--- src/rtl/capture_pkg.sv ---
// rtl/capture_pkg.sv - shared states, default geometry and status bit positions for capture_ctrl
package capture_pkg;

  typedef enum logic [2:0] {
    ST_IDLE,
    ST_ARM,
    ST_VSYNC,
    ST_CAPTURE,
    ST_DONE
  } cap_state_t;

  localparam int DEF_H_BYTES = 1280;
  localparam int DEF_V_LINES = 480;
  localparam int DEF_ADDR_W  = 20;

  localparam int STAT_DONE_BIT = 0;
  localparam int STAT_BUSY_BIT = 1;
  localparam int STAT_ERR_BIT  = 2;

endpackage

--- src/rtl/edge_det.sv ---
// rtl/edge_det.sv - rise/fall detector against a one-cycle registered copy of the input
module edge_det (
  input  logic i_clk,
  input  logic i_rst,
  input  logic i_d,
  output logic o_rise,
  output logic o_fall
);

  logic r_q;

  always_ff @(posedge i_clk) begin
    if (i_rst) r_q <= 1'b0;
    else       r_q <= i_d;
  end

  assign o_rise = i_d & ~r_q;
  assign o_fall = ~i_d & r_q;

endmodule

--- src/rtl/capture_ctrl.sv ---
// rtl/capture_ctrl.sv - camera frame capture controller writing one frame into a byte frame buffer
module capture_ctrl
  import capture_pkg::*;
#(
  parameter int H_BYTES = DEF_H_BYTES,
  parameter int V_LINES = DEF_V_LINES,
  parameter int ADDR_W  = DEF_ADDR_W
) (
  input  logic              CLK,
  input  logic              RESET,
  input  logic              start,
  input  logic              abort,
  input  logic              cam_vsync,
  input  logic              cam_href,
  input  logic              cam_valid,
  input  logic [7:0]        cam_data,
  output logic              wr_en,
  output logic [ADDR_W-1:0] wr_addr,
  output logic [7:0]        wr_data,
  output logic              busy,
  output logic              done,
  output logic              err_len,
  output logic [9:0]        line_cnt
);

  localparam int BC_W = $clog2(H_BYTES + 1);
  localparam logic [BC_W-1:0] H_BC      = BC_W'(H_BYTES);
  localparam logic [9:0]      LAST_LINE = 10'(V_LINES - 1);

  cap_state_t        r_state, w_state_nxt;
  logic [BC_W-1:0]   r_byte_cnt;
  logic [ADDR_W-1:0] r_line_base;
  logic [9:0]        r_line_cnt;
  logic              r_err_len;
  logic              r_wr_en;
  logic [ADDR_W-1:0] r_wr_addr;
  logic [7:0]        r_wr_data;

  logic w_vs_rise, w_vs_fall, w_hr_rise, w_hr_fall;
  logic w_accept, w_drop, w_start_ok, w_last_line_end;

  edge_det u_vsync_edge (
    .i_clk  (CLK),
    .i_rst  (RESET),
    .i_d    (cam_vsync),
    .o_rise (w_vs_rise),
    .o_fall (w_vs_fall)
  );

  edge_det u_href_edge (
    .i_clk  (CLK),
    .i_rst  (RESET),
    .i_d    (cam_href),
    .o_rise (w_hr_rise),
    .o_fall (w_hr_fall)
  );

  always_comb begin
    w_state_nxt     = r_state;
    w_start_ok      = 1'b0;
    w_accept        = 1'b0;
    w_drop          = 1'b0;
    w_last_line_end = 1'b0;
    if (abort) begin
      w_state_nxt = ST_IDLE;
    end else begin
      case (r_state)
        ST_IDLE, ST_DONE: begin
          if (start) begin
            w_start_ok  = 1'b1;
            w_state_nxt = ST_ARM;
          end
        end
        ST_ARM:   if (w_vs_rise) w_state_nxt = ST_VSYNC;
        ST_VSYNC: if (w_vs_fall) w_state_nxt = ST_CAPTURE;
        ST_CAPTURE: begin
          w_accept        = cam_href && cam_valid && (r_byte_cnt < H_BC);
          w_drop          = cam_href && cam_valid && (r_byte_cnt >= H_BC);
          w_last_line_end = w_hr_fall && (r_line_cnt == LAST_LINE);
          if (w_vs_rise || w_last_line_end) w_state_nxt = ST_DONE;
        end
        default: w_state_nxt = ST_IDLE;
      endcase
    end
  end

  always_ff @(posedge CLK) begin
    if (RESET) begin
      r_state     <= ST_IDLE;
      r_byte_cnt  <= '0;
      r_line_base <= '0;
      r_line_cnt  <= '0;
      r_err_len   <= 1'b0;
      r_wr_en     <= 1'b0;
      r_wr_addr   <= '0;
      r_wr_data   <= '0;
    end else begin
      r_state <= w_state_nxt;
      r_wr_en <= w_accept;
      if (w_accept) begin
        r_wr_addr <= r_line_base + ADDR_W'(r_byte_cnt);
        r_wr_data <= cam_data;
      end
      if (w_start_ok) begin
        r_byte_cnt  <= '0;
        r_line_base <= '0;
        r_line_cnt  <= '0;
        r_err_len   <= 1'b0;
      end else if (!abort && r_state == ST_CAPTURE) begin
        if (w_accept) r_byte_cnt <= r_byte_cnt + BC_W'(1);
        if (w_drop) r_err_len <= 1'b1;
        if (w_hr_fall) begin
          if (r_byte_cnt != H_BC) r_err_len <= 1'b1;
          r_line_cnt <= r_line_cnt + 10'd1;
          r_byte_cnt <= '0;
          // The base stops on the last line so it never points past the buffer.
          if (!w_last_line_end) r_line_base <= r_line_base + ADDR_W'(H_BYTES);
        end
        if (w_vs_rise && !w_last_line_end) r_err_len <= 1'b1;
      end
    end
  end

  assign wr_en    = r_wr_en;
  assign wr_addr  = r_wr_addr;
  assign wr_data  = r_wr_data;
  assign busy     = (r_state == ST_ARM) || (r_state == ST_VSYNC) || (r_state == ST_CAPTURE);
  assign done     = (r_state == ST_DONE);
  assign err_len  = r_err_len;
  assign line_cnt = r_line_cnt;

endmodule

--- config.mk ---
export PLATFORM = sky130hd
export DESIGN_NAME = capture_ctrl
export DESIGN_NICKNAME = d
export VERILOG_FILES = /design/src/rtl/capture_pkg.sv /design/src/rtl/edge_det.sv /design/src/rtl/capture_ctrl.sv
export SDC_FILE = /design/constraint.sdc
export NUM_CORES = 1
export LEC_CHECK = 0
export ABC_AREA = 1
export CAP_MARGIN = 20
export CORE_MARGIN = 2
export CORE_UTILIZATION = 40
export CTS_CLUSTER_SIZE = 16
export DETAILED_ROUTE_END_ITERATION = 8
export SLEW_MARGIN = 20
export SYNTH_ARGS = -nofsm -noshare
export SYNTH_HDL_FRONTEND = slang
export SYNTH_SLANG_ARGS = --single-unit
--- constraint.sdc ---
create_clock -name CLK -period 6.1 [get_ports CLK]
set_input_delay 1.22 -clock CLK [delete_from_list [all_inputs] [get_ports CLK]]
set_output_delay 1.22 -clock CLK [all_outputs]
set_load 0.02 [all_outputs]
# Word-level counts from Yosys, hierarchy flattened
# Cells that the tools add are included.
# totals
reg_bits,76
input_bits,15
# classes
bitwise_logic,7
n_lt_le_gt_ge,2
mux,20
reduce_logical,20
addsub,4
eq_ne,10
# ops
op,n
$mux W11,2
$add A20 B11 Y20,1
$add A20 B11 Y20 const B,1
$mux W1,13
$mux W3,4
$pmux W3 S4,1
$add A11 B1 Y11 const B,1
$ge A11 B11 Y1 const B,1
$lt A11 B11 Y1 const B,1
$ne A11 B11 Y1 const B,1
$add A10 B1 Y10 const B,1
$eq A10 B9 Y1 const B,1
$eq A3 B2 Y1 const B,2
$logic_and A1 B1 Y1,6
$ne A2 B2 Y1 const B,3
$reduce_or A2 Y1,3
$not A1 Y1,4
$reduce_and A2 Y1,2
$reduce_and A4 Y1,1
$and A1 B1 Y1,3
$eq A3 B1 Y1 const B,1
$eq A3 B3 Y1 const B,1
$logic_not A3 Y1,1
$logic_or A1 B1 Y1,3
other kinds (4),5

# Logic depth before layout (Yosys ltp)
# depth
ltp_word,8
depth_mapped,9
depth_no_buf,9

# Modules after synthesis
# Synthesis repeated with hierarchy kept, for this count alone.
# unflattened
hier_cells,495
area_unflattened_um2,3477.1
# modules_own_cells
module,n_inst,seq_area_each_um2,area_per_inst_um2,cells_each
capture_ctrl,1,1321.3,3399.5,483
edge_det,2,20.0,38.8,6

# Least setup slack after synthesis
# OpenSTA, ideal clock, no wires.
# synth_timing
path_type,in2reg
start,in RESET
end,"reg r_err_len, in the netlist err_len"
setup_slack_ns,3.823
cell_stages,6
t_arrival_ns,2.160
setup_time_ns,0.118
t_required_ns,5.982
path_cell_list,clkbuf_1 > inv_1 > o31ai_2 > buf_2 > buf_4 > a21oi_1
# synth_between
elab_chain_len,1
# synth_rtl
element,line_no,text
"start, declared",capture_ctrl.sv:10,"input logic RESET,"
$reduce_or A2 Y1 (no line),--,
"end signal, assigned",capture_ctrl.sv:93,r_err_len <= 1'b0;
"end signal, assigned",capture_ctrl.sv:108,r_err_len <= 1'b0;
"end signal, assigned",capture_ctrl.sv:111,if (w_drop) r_err_len <= 1'b1;
"end, declared",capture_ctrl.sv:34,logic r_err_len;
# Every way passes these cells.
# A chain may end at the register's enable or synchronous reset.

# Final worst setup path
# layout_timing
start,in RESET
end,reg r_byte_cnt[3]
# layout_between
elab_chain_len,1
# layout_rtl
element,line_no,text
$reduce_or A2 Y1 (no line),--,
"end signal, assigned",capture_ctrl.sv:110,if (w_accept) r_byte_cnt <= r_byte_cnt + BC_W'(1);
"end, declared",capture_ctrl.sv:31,logic [BC_W-1:0] r_byte_cnt;
# Every way passes these cells.

==> impl_metrics.ini <==
[timing]
slew_headroom_pct = 55.8
finalHoldViolations = 0
finalHoldWorstSlack_ns = 0.459
finClkSkew_ns = 0.00900
finalMaxSlewViolations = 0
setup_viol = 0
fin_crit_ns = 2.99
worst_slew_pin_slew_ns = 0.663
min_period_over_period_pct = 49.0
fmax_mhz = 335
setup_ws_ns = 3.11
fin_tns_setup_ns = 0
rsz0062_at_grt = no

[clock_network]
cts_buffer_depth = 2
holdBufCountCts = 0
htree_levels = 3
clk_pin_slew_worst_paths_ns = 0.07
cts_sinks = 68
cts_resized = 0
clk_latency_ns = 0.34
cts_setup_buffers = 0
cts_made_buffers = 9
root_buffer = clkbuf_8
tritoncts = built

[yosys]
synth_top_flop_cell = dfxtp_1
ys_async_sr_fraction_pct = 0
post-synth-top-count-cell = nand2_1
ys_seq_elements = 68
syn_area_um2 = 3490
synth_edf_count = 0
yosysWarnings = 0
yosysTopAreaCell = dfxtp_1
mappedNetlistNets = 524
postSynthAreaPerCell_um2 = 6.96
yosysSeqAreaShare_pct = 39.0
synth_top_cells_by_area = dfxtp_1 (39%), nand2_1 (12%), nor2_1 (8.6%)
yosysTopAreaCellShare_pct = 39.0
synthCells = 501
synthTopCellsByCount = nand2_1 (113), nor2_1 (80), dfxtp_1 (68)
synth_cell_type_count = 36

[cells_and_area]
diodes = 0
final_cells = 665
syn_to_final_growth_pct = 23.6
layout-drive-gt1-share_pct = 6.82
nets = 575

[place]
port_buffers = 56
post-place-cells = 649
dpl.hpwl_um = 5910
routabilityCongestion = 0.917
place_ws_ns = 2.74

[worst_setup_path]
arrival_ns = 3.26
r2r_start = r_byte_cnt[8]
critical_path.max_fanout = 30
critPathKind = primary input to register
crit_path_start = RESET
worstSetupStartpointType = primary input
critPathRequiredTime_ns = 6.37
critPathCaptureType = register

[floorplan]
num_rows = 34
ios = 57
core_um2 = 8590
start_util_pct = 40.6
die_w_um = 97.4
die_h_um = 97.4
die_area_um2 = 9480

[global_route]
grt_pass1_vias = 3103
antenna_found_initial = 0
grt-ovfl-total = 0
grt_pass1_wl_um = 14300
grt_use_total_pct = 18.2
grt_max_degree = 44

[power]
power_w = 0.000905
power_leakage_nw = 1.65
vdd_ir_drop_max_mv = 0.0888
power_density_nw_per_um2 = 210

[hold_path]
min_from = err_len
min_path_type = register to register

[run_status]
outcome = finished clean

[routing]
drc_errors = 0
ant_nets = 0
avgViaCountPerCell = 4.92
drtIter0Drc = 144
wire_per_inst_um = 12.4
routed_wl_um = 8280
vias = 3269
first_pass_iters = 4

[run]
cap_violations = 0
worst paths after layout:
| check | slack (ns) | end | cells after the start |
|---|---|---|---|
| setup / recovery | 3.11 | r_byte_cnt[3] | 7 |
| hold / removal | 0.46 | err_len | 2 |
| setup reg to reg | 3.91 | wr_addr[18] | 9 |
| hold reg to reg | 0.46 | err_len | 2 |
per-layer routing:
metal  global-route usage (%)  part of all wire [%]  vias up
met5                        0                     0        -
met4                     8.65                   1.9        0
met3                     3.81                   6.4       14
met2                     27.2                    42       94
met1                     25.1                    49     1454
li1                         -                     -     1707
layout make-up:
class	count	area (um^2)
fill	870	4280
multi-input combinational	358	1800
sequential	68	1360
timing repair buffer	57	568
inverter	58	224
clock buffer	10	138
tap	108	135
clock inverter	6	87.6
per-stage QoR:
step / utilization (%) / cell area (um^2)
3_3_place_gp: 47.6 / 4090
2_1_floorplan: - / 3490
3_5_place_dp: 47.6 / 4090
6_report: 50.2 / 4310
4_1_cts: 50.2 / 4310
5_1_grt: 50.2 / 4310
worst max-delay path, stage by stage:
cell	delay, ns
clkdlybuf4s50_1	0.57
inv_1	0.57
o31ai_4	0.14
buf_4	0.27
nor2_1	0.28
inv_1	0.09
a21oi_1	0.11
placed cells by master, fill, tap and decap left out, types with 2 or more instances in the layout:
cell and n:
nand2_1 113, nand3_1 25, xnor2_1 5, ha_1 7, nand2_2 2, inv_1 55
a21oi_1 38, nand2_4 2, clkdlybuf4s50_1 56, o21ai_1 2, clkbuf_8 10, clkinv_2 2
nor2_1 80, nand4_1 11, or2_2 2, nor3_1 9, xor2_1 10, a21oi_2 6
nand3b_1 2, clkinvlp_4 3, dfxtp_1 68, bufinv_16 2, o21ai_0 33
registers in the layout, summed over array words and instances, names as in the netlist:
signal	cells
wr_addr	20
r_line_base	12
r_byte_cnt	11
line_cnt	10
wr_data	8
r_state	3
err_len	1
u_href_edge.r_q	1
u_vsync_edge.r_q	1
wr_en	1
cell families (layout without fill, tap and decap cells):
group | count (synthesis) | count (layout) | synth area share, %
AND/OR/NAND/NOR | 252 | 252 | 31.3
AO/OA/AOI/OAI | 83 | 83 | 13.2
adder cells (fa/ha/maj) | 8 | 8 | 3.08
flip-flops | 68 | 68 | 39.0
XOR/XNOR | 15 | 15 | 3.77
buffers and inverters | 75 | 131 | 9.68
where the power goes:
group / total, W / internal (W) / switching, W
clock: 0.000414 / 0.000240 / 0.000174
sequential: 0.000448 / 0.000446 / 0.00000199
combinational: 0.0000430 / 0.0000172 / 0.0000258
total: 0.000905 / 0.000703 / 0.000202
No activity file was read; power rests on OpenSTA's default activity.
